## src/rtl/regfile_2r1w_pkg.sv

```systemverilog
// Shared types and helpers for the 2-read/1-write register file.
// The byte-lane merge is used by the write path and by the write-to-read bypass.
package rf_pkg;

  typedef enum logic {
    RF_IDLE  = 1'b0,
    RF_SWEEP = 1'b1
  } rf_state_e;

  localparam int RF_LANE_W = 8;

  // One byte lane of a partial write: the enabled lane takes the new byte.
  function automatic logic [RF_LANE_W-1:0] be_merge(
    input logic [RF_LANE_W-1:0] old_val,
    input logic [RF_LANE_W-1:0] new_val,
    input logic                 be
  );
    return be ? new_val : old_val;
  endfunction

endpackage

```

## src/rtl/regfile_2r1w_if.sv

```systemverilog
// Bus bundle for regfile_2r1w: write port, two read ports, clear control and status.
interface regfile_2r1w_if #(
  parameter int DATA_W = 16,
  parameter int DEPTH  = 8
);
  localparam int ADDR_W = $clog2(DEPTH);
  localparam int BE_W   = DATA_W / 8;

  logic              WrEn;
  logic [ADDR_W-1:0] WrAddr;
  logic [DATA_W-1:0] WrData;
  logic [BE_W-1:0]   WrBe;

  logic              RdEnA;
  logic [ADDR_W-1:0] RdAddrA;
  logic [DATA_W-1:0] RdDataA;
  logic              RdValidA;

  logic              RdEnB;
  logic [ADDR_W-1:0] RdAddrB;
  logic [DATA_W-1:0] RdDataB;
  logic              RdValidB;

  logic              Clr;
  logic              ClrBusy;
  logic              AddrErr;

  modport master (
    output WrEn, WrAddr, WrData, WrBe,
    output RdEnA, RdAddrA, RdEnB, RdAddrB,
    output Clr,
    input  RdDataA, RdValidA, RdDataB, RdValidB,
    input  ClrBusy, AddrErr
  );

  modport slave (
    input  WrEn, WrAddr, WrData, WrBe,
    input  RdEnA, RdAddrA, RdEnB, RdAddrB,
    input  Clr,
    output RdDataA, RdValidA, RdDataB, RdValidB,
    output ClrBusy, AddrErr
  );

endinterface

```

## src/rtl/regfile_2r1w_rd_port.sv

```systemverilog
// One registered read port: range check, same-cycle bypass of the entry being
// written this cycle, and the output data/valid registers.
module rf_read_port #(
  parameter  int DATA_W = 16,
  parameter  int DEPTH  = 8,
  localparam int ADDR_W = $clog2(DEPTH)
) (
  input  logic              CLK,
  input  logic              RST,
  input  logic              rd_en,
  input  logic [ADDR_W-1:0] rd_addr,
  input  logic [DATA_W-1:0] mem [DEPTH],
  input  logic              byp_en,
  input  logic [ADDR_W-1:0] byp_addr,
  input  logic [DATA_W-1:0] byp_data,
  output logic [DATA_W-1:0] rd_data,
  output logic              rd_valid,
  output logic              addr_err
);

  localparam logic [ADDR_W:0] DEPTH_L = (ADDR_W+1)'(DEPTH);

  logic              in_range;
  logic              byp_hit;
  logic [DATA_W-1:0] rd_next;

  assign in_range = {1'b0, rd_addr} < DEPTH_L;
  assign byp_hit  = byp_en && (byp_addr == rd_addr);
  assign addr_err = rd_en && !in_range;

  // Out-of-range reads return zero; a hit on this cycle's write returns the post-write entry.
  always_comb begin
    rd_next = '0;
    if (in_range) begin
      rd_next = byp_hit ? byp_data : mem[rd_addr];
    end
  end

  always_ff @(posedge CLK or negedge RST) begin
    if (!RST) begin
      rd_data  <= '0;
      rd_valid <= 1'b0;
    end else begin
      rd_valid <= rd_en;
      if (rd_en) begin
        rd_data <= rd_next;
      end
    end
  end

endmodule

```

## src/rtl/regfile_2r1w.sv

```systemverilog
// Parametrised register file with one byte-enabled write port, two registered
// read ports, write-to-read bypass, address checking and a background clear sweep.
module regfile_2r1w
  import rf_pkg::*;
#(
  parameter int                DATA_W  = 16,
  parameter int                DEPTH   = 8,
  parameter logic [DATA_W-1:0] RST_VAL = {DATA_W{1'b0}}
) (
  input logic           CLK,
  input logic           RST,
  regfile_2r1w_if.slave bus
);

  localparam int              ADDR_W   = $clog2(DEPTH);
  localparam int              BE_W     = DATA_W / 8;
  localparam logic [ADDR_W:0] DEPTH_L  = (ADDR_W+1)'(DEPTH);
  localparam logic [ADDR_W-1:0] LAST_PTR = ADDR_W'(DEPTH - 1);

  logic [DATA_W-1:0] mem [DEPTH];

  rf_state_e         state_q, state_d;
  logic [ADDR_W-1:0] ptr_q, ptr_d;
  logic              clr_we;

  logic              wr_in_range;
  logic              wr_commit;
  logic [DATA_W-1:0] wr_old;
  logic [DATA_W-1:0] wr_merged;

  logic              byp_en;
  logic [ADDR_W-1:0] byp_addr;
  logic [DATA_W-1:0] byp_data;

  logic              err_a, err_b;
  logic              addr_err_q;

  // User writes only land while no sweep owns the array.
  assign wr_in_range = {1'b0, bus.WrAddr} < DEPTH_L;
  assign wr_commit   = bus.WrEn && wr_in_range && (state_q == RF_IDLE);
  assign wr_old      = wr_in_range ? mem[bus.WrAddr] : RST_VAL;

  for (genvar i = 0; i < BE_W; i++) begin : g_lane
    assign wr_merged[8*i +: 8] = be_merge(wr_old[8*i +: 8], bus.WrData[8*i +: 8], bus.WrBe[i]);
  end

  always_comb begin
    state_d = state_q;
    ptr_d   = ptr_q;
    clr_we  = 1'b0;
    case (state_q)
      RF_IDLE: begin
        if (bus.Clr) begin
          state_d = RF_SWEEP;
          ptr_d   = '0;
        end
      end
      RF_SWEEP: begin
        clr_we = 1'b1;
        if (ptr_q == LAST_PTR) begin
          state_d = RF_IDLE;
          ptr_d   = '0;
        end else begin
          ptr_d = ptr_q + 1'b1;
        end
      end
      default: begin
        state_d = RF_IDLE;
        ptr_d   = '0;
      end
    endcase
  end

  always_ff @(posedge CLK or negedge RST) begin
    if (!RST) begin
      state_q <= RF_IDLE;
      ptr_q   <= '0;
    end else begin
      state_q <= state_d;
      ptr_q   <= ptr_d;
    end
  end

  always_ff @(posedge CLK or negedge RST) begin
    if (!RST) begin
      for (int i = 0; i < DEPTH; i++) begin
        mem[i] <= RST_VAL;
      end
    end else if (clr_we) begin
      mem[ptr_q] <= RST_VAL;
    end else if (wr_commit) begin
      mem[bus.WrAddr] <= wr_merged;
    end
  end

  // The clear write and a user write never coexist, so one bypass channel suffices.
  assign byp_en   = clr_we || wr_commit;
  assign byp_addr = clr_we ? ptr_q : bus.WrAddr;
  assign byp_data = clr_we ? RST_VAL : wr_merged;

  rf_read_port #(
    .DATA_W (DATA_W),
    .DEPTH  (DEPTH)
  ) u_rd_a (
    .CLK      (CLK),
    .RST      (RST),
    .rd_en    (bus.RdEnA),
    .rd_addr  (bus.RdAddrA),
    .mem      (mem),
    .byp_en   (byp_en),
    .byp_addr (byp_addr),
    .byp_data (byp_data),
    .rd_data  (bus.RdDataA),
    .rd_valid (bus.RdValidA),
    .addr_err (err_a)
  );

  rf_read_port #(
    .DATA_W (DATA_W),
    .DEPTH  (DEPTH)
  ) u_rd_b (
    .CLK      (CLK),
    .RST      (RST),
    .rd_en    (bus.RdEnB),
    .rd_addr  (bus.RdAddrB),
    .mem      (mem),
    .byp_en   (byp_en),
    .byp_addr (byp_addr),
    .byp_data (byp_data),
    .rd_data  (bus.RdDataB),
    .rd_valid (bus.RdValidB),
    .addr_err (err_b)
  );

  // Registered so the error pulse lines up with the read data of the offending cycle.
  always_ff @(posedge CLK or negedge RST) begin
    if (!RST) begin
      addr_err_q <= 1'b0;
    end else begin
      addr_err_q <= (bus.WrEn && (!wr_in_range || (state_q == RF_SWEEP))) || err_a || err_b;
    end
  end

  assign bus.AddrErr = addr_err_q;
  assign bus.ClrBusy = (state_q == RF_SWEEP);

endmodule

```

## src/flat_wrapper.sv

```systemverilog
// flat-port wrapper written by rule: the top's interface ports become plain ports
module regfile_2r1w_flat import rf_pkg::*;
#(
  parameter int                DATA_W  = 16,
  parameter int                DEPTH   = 8,
  parameter logic [DATA_W-1:0] RST_VAL = {DATA_W{1'b0}}
)
  (CLK, RST, bus_WrEn, bus_WrAddr, bus_WrData, bus_WrBe, bus_RdEnA, bus_RdAddrA, bus_RdEnB, bus_RdAddrB, bus_Clr, bus_RdDataA, bus_RdValidA, bus_RdDataB, bus_RdValidB, bus_ClrBusy, bus_AddrErr);
  regfile_2r1w_if #(.DATA_W(DATA_W), .DEPTH(DEPTH)) bus_i ();
  input logic CLK;
  input logic RST;
  input wire logic [$bits(bus_i.WrEn)-1:0] bus_WrEn;
  input wire logic [$bits(bus_i.WrAddr)-1:0] bus_WrAddr;
  input wire logic [$bits(bus_i.WrData)-1:0] bus_WrData;
  input wire logic [$bits(bus_i.WrBe)-1:0] bus_WrBe;
  input wire logic [$bits(bus_i.RdEnA)-1:0] bus_RdEnA;
  input wire logic [$bits(bus_i.RdAddrA)-1:0] bus_RdAddrA;
  input wire logic [$bits(bus_i.RdEnB)-1:0] bus_RdEnB;
  input wire logic [$bits(bus_i.RdAddrB)-1:0] bus_RdAddrB;
  input wire logic [$bits(bus_i.Clr)-1:0] bus_Clr;
  output wire logic [$bits(bus_i.RdDataA)-1:0] bus_RdDataA;
  output wire logic [$bits(bus_i.RdValidA)-1:0] bus_RdValidA;
  output wire logic [$bits(bus_i.RdDataB)-1:0] bus_RdDataB;
  output wire logic [$bits(bus_i.RdValidB)-1:0] bus_RdValidB;
  output wire logic [$bits(bus_i.ClrBusy)-1:0] bus_ClrBusy;
  output wire logic [$bits(bus_i.AddrErr)-1:0] bus_AddrErr;
  assign bus_i.WrEn = bus_WrEn;
  assign bus_i.WrAddr = bus_WrAddr;
  assign bus_i.WrData = bus_WrData;
  assign bus_i.WrBe = bus_WrBe;
  assign bus_i.RdEnA = bus_RdEnA;
  assign bus_i.RdAddrA = bus_RdAddrA;
  assign bus_i.RdEnB = bus_RdEnB;
  assign bus_i.RdAddrB = bus_RdAddrB;
  assign bus_i.Clr = bus_Clr;
  assign bus_RdDataA = bus_i.RdDataA;
  assign bus_RdValidA = bus_i.RdValidA;
  assign bus_RdDataB = bus_i.RdDataB;
  assign bus_RdValidB = bus_i.RdValidB;
  assign bus_ClrBusy = bus_i.ClrBusy;
  assign bus_AddrErr = bus_i.AddrErr;
  regfile_2r1w #(.DATA_W(DATA_W), .DEPTH(DEPTH), .RST_VAL(RST_VAL)) u_core (.CLK(CLK), .RST(RST), .bus(bus_i));
endmodule
```

## config.mk

```make
export PLATFORM = sky130hd
export DESIGN_NAME = regfile_2r1w_flat
export DESIGN_NICKNAME = d
export VERILOG_FILES = /design/src/rtl/regfile_2r1w_pkg.sv /design/src/rtl/regfile_2r1w_if.sv /design/src/rtl/regfile_2r1w_rd_port.sv /design/src/rtl/regfile_2r1w.sv /design/src/flat_wrapper.sv
export SDC_FILE = /design/constraint.sdc
export NUM_CORES = 1
export LEC_CHECK = 0
export BUFFER_PORTS_ARGS = -buffer_cell sky130_fd_sc_hd__buf_2
export CAP_MARGIN = 20
export CORE_MARGIN = 1
export CORE_UTILIZATION = 25
export DETAILED_ROUTE_END_ITERATION = 12
export SETUP_SLACK_MARGIN = 0.1
export SYNTH_ARGS = -nofsm -noshare
export SYNTH_HDL_FRONTEND = slang
export SYNTH_SLANG_ARGS = --single-unit
```

## constraint.sdc

```tcl
create_clock -name CLK -period 4.73 [get_ports CLK]
set_input_delay 0.2365 -clock CLK [delete_from_list [all_inputs] [get_ports CLK]]
set_output_delay 0.2365 -clock CLK [all_outputs]
set_load 0.02 [all_outputs]
```

==> flow_summary.yaml, run 1 <==
run_status:
  status: "complete, no violations"
route:
  drtIter0Drc: 759
  vias: 7730
  drt.antenna.violating_nets: 0
  routed_wl_um: 34400
  drc: 0
  firstDrtPassIters: 5
  drt-vias-per-instance: 5.79
  avgRoutedWirePerCell_um: 25.8
die:
  ios: 69
  die_area_mm2: 0.0398
  die_h_um: 199
  num_rows: 71
  start_util_pct: 25.6
  dieWidth_um: 199
  core_mm2: 0.0380
yosys:
  synth_top_flop_cell: "dfrtp_1"
  ys_seq_elements: 167
  synth_common_cells: "dfrtp_1 (167), a22o_1 (117), mux4_2 (64)"
  yosysMostFrequentCell: "dfrtp_1"
  synthDominantAreaCellType: "dfrtp_1"
  yosysWarnings: 0
  synth.net_count: 821
  syn_avg_cell_area_um2: 12.4
  yosysSeqAreaShare_pct: 42.9
  synth_cells: 786
  synthDominantCellAreaShare_pct: 42.9
  ys_top_cells_by_area: "dfrtp_1 (43%), mux4_2 (15%), a22o_1 (11%)"
  async_flop_share_pct: 100
  synth_cell_types: 65
  synth_edf_count: 0
  netlist_area_mm2: 0.00975
global_route:
  antenna_found_initial: 1
  overflow: 0
  grt_max_degree: 107
  grt_pass1_vias: 7802
  grtUsageTotal_pct: 17.8
  grt_pass1_wl_um: 51800
cells_and_area:
  layout.nets: 846
  nFillCells: 3924
  instances_no_fill: 1334
  syn2layout_area_growth_pct: 13.8
  drive_above_1_share_pct: 27.1
  multiInputGateArea_mm2: 0.00514
  seqCellArea_mm2: 0.00418
  diodes: 0
critical_path:
  ff2ff_path_depth: 5
  r2r_slack_ps: 1380
  cp-endpoint: "u_core.mem[34]$_DFFE_PN0P_"
  start_kind: "flop"
  crit_buf_inv: 1
  end_kind: "flop"
  r2r_end: "u_core.mem[34]$_DFFE_PN0P_"
  worstPathMaxFanout: 16
  critPathLaunch: "u_core.bus.ClrBusy$_DFF_PN0_"
  critical-path-slowest-cell: "a32oi_2"
  crit_required_ps: 5090
  crit_family: "compound AO/OA/AOI/OAI gates"
  crit-reg2reg-launch: "u_core.bus.ClrBusy$_DFF_PN0_"
  critical_path_class: "flop to flop"
  crit_chain: "buf_4 -> or2_2 -> and3_1 -> a32oi_2 -> a22o_1"
  worstPathArrival_ps: 3710
  cp.depth: 5
  cpPeakStageDelay_ps: 1140
placed_design:
  place_congestion: 0.839
  place_hpwl_um: 21500
  port_buffers: 68
  dp_slack_ps: 1410
  placed_cells: 1302
cts:
  post_cts_resized: 0
  cts_made_buffers: 17
  root_buffer: "clkbuf_16"
  cts_setup_buffers: 0
  cts_max_level: 4
  clkSlewWorstSetupHoldPaths_ps: 70
  cts_max_path_buffers: 2
  postCtsHoldBufs: 1
  insertion_delay_ps: 430
  cts_tree: "done"
  clock-sinks: 167
sta:
  grt_setup_unrepaired: "no"
  fin_crit_ps: 3350
  finalWorstSetupSlack_ps: 1380
  max_freq_ghz: 0.299
  tightest_slew_ps: 1280
  setup_viol: 0
  drv_slew: 0
  tns_ps: 0
  fin_crit_sh_pct: 70.8
  slew_headroom_pct: 14.5
  hold_viol: 0
  skew_ps: 7.88
pwr:
  vdd_drop_max_v: 0.000261
  p_per_area_mw_per_mm2: 582
  power.leakage_nw: 4.81
  fin_total_pwr_mw: 6.45
worst_hold_path:
  hp-class: "input pin to flop"
job:
  maxCapViolCount: 0
## cells by family (layout without fill, tap and decap cells)
family	count (synthesis)	count (layout)	share of synthesized area (%)
buffers and inverters	99	136	4.63
XOR/XNOR	8	8	0.719
adder cells (fa/ha/maj)	2	2	0.257
flip-flops	167	167	42.9
AO/OA/AOI/OAI	256	256	23.2
multiplexers	134	134	22.3
AND/OR/NAND/NOR	120	120	6.03
## flip-flops by register name (all words and copies together), names as in the netlist
name	cells
u_core.mem	128
u_core.u_rd_a.rd_data	16
u_core.u_rd_b.rd_data	16
u_core.ptr_q	3
u_core.bus.AddrErr	1
u_core.bus.ClrBusy	1
u_core.u_rd_a.rd_valid	1
u_core.u_rd_b.rd_valid	1
## placed cells by master, fill, tap and decap left out, types with 4 or more instances in the layout
master and instances:
dfrtp_1 167, o21ai_0 23, a21oi_1 4, buf_4 20
clkbuf_16 17, xnor2_1 8, mux2_2 19, nand3_1 10
buf_2 67, clkbuf_1 4, o2bb2ai_1 7, nor2_1 44
inv_1 13, nor2b_1 6, and2_1 5, mux4_2 64
and3b_1 4, and3_1 4, mux2i_1 46, a22o_1 117
a22oi_1 17, a221o_1 39, o221ai_1 4, nand2_1 31
mux2_1 4
## how the worst min path moves through the flow
stage	depth (start not counted)	from	to
3_3_place_gp	1	RST	u_core.u_rd_b.rd_data[4]$_DFFE_PN0P_
2_1_floorplan	0	RST	u_core.bus.AddrErr$_DFF_PN0_
4_1_cts	1	bus_RdEnA	u_core.u_rd_a.rd_valid$_DFF_PN0_
3_5_place_dp	1	RST	u_core.u_rd_b.rd_data[4]$_DFFE_PN0P_
5_1_grt	1	bus_RdEnA	u_core.u_rd_a.rd_valid$_DFF_PN0_
6_report	1	bus_RdEnA	u_core.u_rd_a.rd_valid$_DFF_PN0_
## power by group
group	total [mW]	internal, mW	switching (mW)
clock	1.35	0.764	0.589
sequential	2.60	1.97	0.623
combinational	2.50	1.15	1.36
## area by class of cell
| cell class | count | area share, % |
|---|---|---|
| clock inverters | 7 | 0.643 |
| multi-input cells | 520 | 46.3 |
| clock buffers | 24 | 4.34 |
| well taps | 511 | 5.76 |
| inverters | 15 | 0.508 |
| flip-flops and latches | 167 | 37.7 |
| repair buffers | 90 | 4.75 |
## stage by stage
stage	util, %	hold slack, ps	area [um^2]
finish	29.2	13.0	11100
global route	29.2	7.56	11100
CTS	29.2	14.5	11100
detailed placement	27.7	272	10500
global placement	27.7	269	10500
floorplan	-	-59.1	9750
## routing by layer
metal | wire length (um) | GRT usage (%) | vias to the layer above
met5 | 13 | 0 | -
met4 | 1410 | 8.45 | 2
met3 | 2740 | 3.32 | 87
met2 | 16300 | 28.1 | 422
met1 | 13900 | 23.4 | 4026
li1 | - | - | 3193
Power figures use the tool's default switching activity.
==> run 2: changes to the inputs <==
Settings changed: ABC_AREA from default to 1.
Clock period 4.73 ns to 2.9 ns, I/O delays scaled along.
==> flow_summary.yaml, run 2 <==
sta:
  slew_headroom_pct: 32.9
  fin_crit_ps: 2140
  grt_setup_unrepaired: "no"
  skew_ps: 13.0
  tightest_slew_ps: 1000
  hold_ws_ps: 12.7
  hold_viol: 0
  drv_slew: 0
  max_freq_ghz: 0.467
  tns_ps: 0
  fin_crit_sh_pct: 73.9
  setup_viol: 0
die:
  dieWidth_um: 208
  ios: 69
  core_mm2: 0.0419
  die_h_um: 208
  num_rows: 75
  die_area_mm2: 0.0433
  start_util_pct: 25.3
pwr:
  switching_share_pct: 45.2
  p_int_mw: 6.02
  vdd_drop_max_v: 0.000430
  seqPwrFrac_pct: 31.9
  p_clk_share_pct: 21.5
  power.leakage_nw: 6.82
  combPwrFrac_pct: 46.7
  fin_total_pwr_mw: 11.0
  p_per_area_mw_per_mm2: 898
  power.switching_mw: 4.97
cells_and_area:
  mostFrequentLayoutCell: "nand2_1"
  fin_util_pct: 29.2
  layout_common_cells: "nand2_1 (758), nand3_1 (216), dfrtp_1 (167), inv_1 (149), o22ai_1 (129)"
  largest-register: "u_core.mem"
  layout.nets: 1749
  largest_reg_flops: 128
  syn2layout_area_growth_pct: 15.3
  diodes: 0
  instances_no_fill: 2266
  top_regs: "u_core.mem x128, u_core.u_rd_a.rd_data x16, u_core.u_rd_b.rd_data x16"
  multiInputGateArea_mm2: 0.00540
  seqCellArea_mm2: 0.00418
  nFillCells: 4575
  drive_above_1_share_pct: 10.2
global_route:
  grt_pass1_wl_um: 66100
  grt_pass1_vias: 11700
  overflow: 0
  antenna_found_initial: 0
  grt_max_degree: 88
  grtUsageTotal_pct: 19.7
critical_path:
  critical_path_class: "flop to flop"
  start_kind: "flop"
  worstPathArrival_ps: 2440
  worstPathMaxFanout: 10
  end_kind: "flop"
  crit_required_ps: 3200
yosys:
  synth_cells: 1678
  ys_seq_elements: 167
  ys_top_cells_by_area: "dfrtp_1 (39%), nand2_1 (27%), nand3_1 (10%)"
  netlist_area_mm2: 0.0106
  synth_cell_types: 21
  synth.net_count: 1713
  yosysMostFrequentCell: "nand2_1"
  yosysSeqAreaShare_pct: 39.4
  synth_top_flop_cell: "dfrtp_1"
  synth_edf_count: 0
  yosysWarnings: 0
  async_flop_share_pct: 100
  synthDominantCellAreaShare_pct: 39.4
  synth_common_cells: "nand2_1 (758), nand3_1 (216), dfrtp_1 (167)"
  syn_avg_cell_area_um2: 6.33
  synthDominantAreaCellType: "dfrtp_1"
cts:
  cts_setup_buffers: 0
  cts_tree: "done"
  root_buffer: "clkbuf_16"
  post_cts_resized: 0
  cts_made_buffers: 17
  clkSlewWorstSetupHoldPaths_ps: 70
  clock-sinks: 167
  cts_max_level: 4
  cts_max_path_buffers: 2
  insertion_delay_ps: 450
job:
  maxCapViolCount: 0
placed_design:
  port_buffers: 68
  place_hpwl_um: 26500
  place_congestion: 0.903
  placed_cells: 2230
route:
  drt.antenna.violating_nets: 0
  avgRoutedWirePerCell_um: 18.5
  firstDrtPassIters: 6
  drtIter0Drc: 1370
  vias: 11700
  routed_wl_um: 41900
  drc: 0
  drt-vias-per-instance: 5.16
run_status:
  status: "complete, no violations"
worst_hold_path:
  hp-class: "input pin to flop"
## run 2: cell count changes after synthesis, sizes merged, moves of 27 or more
cell   change
a221o     -39
a22o     -117
buf       +27
inv      +142
mux2i     -47
mux4      -64
nand2    +738
nand3    +206
nor2      +77
o22ai    +129
## run 2: kinds of logic (layout without fill, tap and decap cells)
group,after synthesis,count (layout),share of synthesized area [%]
simple gates,1108,1108,42.1
buf+inv,261,310,9.77
fa+ha+maj,2,2,0.236
compound gates,140,140,8.55
flops,167,167,39.4
## run 2: per-layer routing
metal | vias to the layer above | routed length (um) | track usage, %
met5 | - | 0 | 0
met3 | 100 | 4340 | 3.70
met1 | 5540 | 17200 | 26.0
li1 | 5385 | - | -
met2 | 667 | 18800 | 31.3
met4 | 0 | 1610 | 8.35
## run 2: repair_timing
item	CTS	global route
endpoints found under the setup margin	0	0
hold buffers	4	0
endpoints found under the hold margin	86	0
## run 2: cell type report
type	instances	share of cell area [%]
multi-input combinational	1250	44.1
tap	539	5.51
sequential	167	34.1
inverter	157	4.81
clock buffer	20	3.65
clock inverter	12	1.18
timing repair buffer	121	6.57
## run 2: stage by stage
stage | instance area, um^2 | setup slack (ps)
after CTS | 12200 | 763
after global placement | 11600 | 780
after global routing | 12200 | 605
final | 12200 | 757
after floorplan | 10600 | 1130
after detailed placement | 11600 | 748
## run 2: final timing paths
kind / startpoint / end / slack (ps) / cells after the start
setup / recovery: u_core.bus.ClrBusy$_DFF_PN0_ / u_core.mem[117]$_DFFE_PN0P_ / 760 / 4
hold reg to reg: u_core.u_rd_b.rd_data[5]$_DFFE_PN0P_ / u_core.u_rd_b.rd_data[5]$_DFFE_PN0P_ / 470 / 2
hold / removal: bus_WrEn / u_core.bus.AddrErr$_DFF_PN0_ / 10 / 3
min in group asynchronous: RST / u_core.mem[33]$_DFFE_PN0P_ / 320 / 2
max in group asynchronous: RST / u_core.mem[76]$_DFFE_PN0P_ / 1700 / 3
setup reg to reg: u_core.bus.ClrBusy$_DFF_PN0_ / u_core.mem[117]$_DFFE_PN0P_ / 760 / 4
## run 2: critical path, cell delays in order, from the launching register on
cell	delay, ps
dfrtp_1	470
nand2_1	230
o31ai_2	850
buf_4	350
o22ai_1	100
## run 2: power groups by stage
stage                     sequential (mW)  clock (mW)  combinational [mW]
final                                3.50        2.36                5.13
after global routing                 3.60        2.48                5.73
after CTS                            3.51        2.38                5.06
after detailed placement             3.54           0                5.04
after global placement               3.52           0                4.96
after floorplan                      3.71           0                3.27
==> run 3: changes to the inputs <==
Clock period 2.9 ns to 1.95 ns, I/O delays scaled along.
==> flow_summary.yaml, run 3 (synthesis gave the netlist of run 2 again) <==
pwr:
  power.switching_mw: 7.53
  p_clk_share_pct: 22.3
  fin_total_pwr_mw: 17.4
  p_int_mw: 9.90
  combPwrFrac_pct: 47.9
  power.leakage_nw: 7.08
  switching_share_pct: 43.2
  seqPwrFrac_pct: 29.8
  vdd_drop_max_v: 0.000710
  p_per_area_mw_per_mm2: 1360
worst_hold_path:
  hp-class: "input pin to async pin"
cts:
  clock-sinks: 167
  root_buffer: "clkbuf_16"
  cts_max_path_buffers: 2
  cts_made_buffers: 17
  cts_max_level: 4
  cts_tree: "done"
  clkSlewWorstSetupHoldPaths_ps: 70
  insertion_delay_ps: 440
route:
  routed_wl_um: 42200
  drc: 0
  drt-vias-per-instance: 5.11
  vias: 11700
  drtIter0Drc: 1418
  avgRoutedWirePerCell_um: 18.4
  firstDrtPassIters: 6
  drt.antenna.violating_nets: 0
sta:
  fin_crit_ps: 1770
  grt_setup_unrepaired: "no"
  tns_ps: 0
  skew_ps: 13.1
  drv_slew: 0
  fin_crit_sh_pct: 90.7
  setup_viol: 0
  hold_viol: 0
  tightest_slew_ps: 841
  slew_headroom_pct: 43.9
  max_freq_ghz: 0.565
  hold_ws_ps: 172
critical_path:
  critPathLaunch: "u_core.bus.ClrBusy$_DFF_PN0_"
  critical_path_class: "flop to flop"
  worstPathMaxFanout: 7
  crit-reg2reg-launch: "u_core.bus.ClrBusy$_DFF_PN0_"
  ff2ff_path_depth: 12
  end_kind: "flop"
  r2r_end: "u_core.u_rd_a.rd_data[10]$_DFFE_PN0P_"
  r2r_slack_ps: 180
  crit_required_ps: 2270
  start_kind: "flop"
  worstPathArrival_ps: 2090
cells_and_area:
  top_regs: "u_core.mem x128, u_core.u_rd_a.rd_data x16, u_core.u_rd_b.rd_data x16"
  stdcell_area_mm2: 0.0128
  instances_no_fill: 2290
  layout_common_cells: "nand2_1 (755), nand3_1 (216), dfrtp_1 (166), inv_1 (148), o22ai_1 (129)"
  diodes: 0
  mostFrequentLayoutCell: "nand2_1"
  drive_above_1_share_pct: 11.6
  layout.nets: 1773
  largest_reg_flops: 128
  syn2layout_area_growth_pct: 20.6
  largest-register: "u_core.mem"
die:
  ios: 69
  core_mm2: 0.0419
  dieWidth_um: 208
  die_h_um: 208
  num_rows: 75
  start_util_pct: 25.3
  die_area_mm2: 0.0433
global_route:
  grt_pass1_vias: 11300
  grtUsageTotal_pct: 19.3
  antenna_found_initial: 0
  overflow: 0
  grt_pass1_wl_um: 64600
  grt_max_degree: 66
placed_design:
  port_buffers: 68
  placed_cells: 2246
  place_congestion: 0.880
  place_hpwl_um: 25900
  place_area_mm2: 0.0120
job:
  maxCapViolCount: 0
run_status:
  status: "complete, no violations"
## run 3: cell types whose count changed in the layout (fill, tap and decap cells not counted), moves of 3 or more
cell / change
nand2_2: +3
bufinv_16: +3
nand2_1: -3
buf_12: +19
clkbuf_16: +3
inv_6: -3
## run 3: metal layers
layer	global-route usage (%)	wire (um)	vias to the layer above	part of all wire, %
li1	-	-	5432	-
met1	26.1	17900	5496	42
met2	29.8	18600	651	44
met3	3.47	3810	128	9.0
met4	9.48	1890	0	4.5
met5	0	0	-	0
## run 3: what timing repair did
| action | CTS | global route |
|---|---|---|
| hold buffers | 5 | 0 |
| setup endpoints to repair | 0 | 32 |
| hold endpoints to repair | 52 | 0 |
| setup buffers | 0 | 4 |
| gates resized for setup | 0 | 10 |
## run 3: worst max-delay path by stage
stage	end	slack, ps	cells past startpoint
6_report	u_core.u_rd_a.rd_data[10]$_DFFE_PN0P_	180	12
5_1_grt	u_core.u_rd_a.rd_data[4]$_DFFE_PN0P_	110	11
4_1_cts	u_core.u_rd_a.rd_data[11]$_DFFE_PN0P_	120	13
3_5_place_dp	u_core.u_rd_a.rd_data[15]$_DFFE_PN0P_	140	12
3_3_place_gp	u_core.u_rd_a.rd_data[8]$_DFFE_PN0P_	210	11
2_1_floorplan	u_core.mem[10]$_DFFE_PN0P_	180	6
## run 3: final cells by class
| cell class | instances | area [um^2] |
|---|---|---|
| Fill cell | 4591 | 29100 |
| Clock buffer | 22 | 464 |
| Multi-Input combinational cell | 1250 | 5420 |
| Tap cell | 539 | 674 |
| Timing Repair Buffer | 145 | 1280 |
| Clock inverter | 10 | 193 |
| Sequential cell | 167 | 4180 |
| Inverter | 157 | 592 |
## run 3: critical path, stage by stage (launching register included)
cell and delay [ps]:
dfrtp_2 470, inv_4 100, nand2_2 60, nand2_1 90
nand2_1 70, nand2_2 80, nand2_2 70, nor2_4 170
buf_12 130, clkbuf_16 130, nand2_1 50, nand2_1 150
nand2_1 70
## run 3: power by group through the flow
stage / Sequential (mW) / Combinational [mW] / Clock (mW)
finish: 5.19 / 8.35 / 3.89
detailed placement: 5.25 / 7.86 / 0
floorplan: 5.52 / 4.86 / 0
global route: 5.31 / 9.20 / 4.05
global placement: 5.21 / 7.73 / 0
CTS: 5.19 / 7.91 / 3.92
## run 3: through the flow
step	utilization [%]	setup WS [ps]
after floorplan	-	181
after global placement	28.5	207
after detailed placement	28.5	143
after CTS	30.2	120
after global routing	30.5	109
final	30.5	181
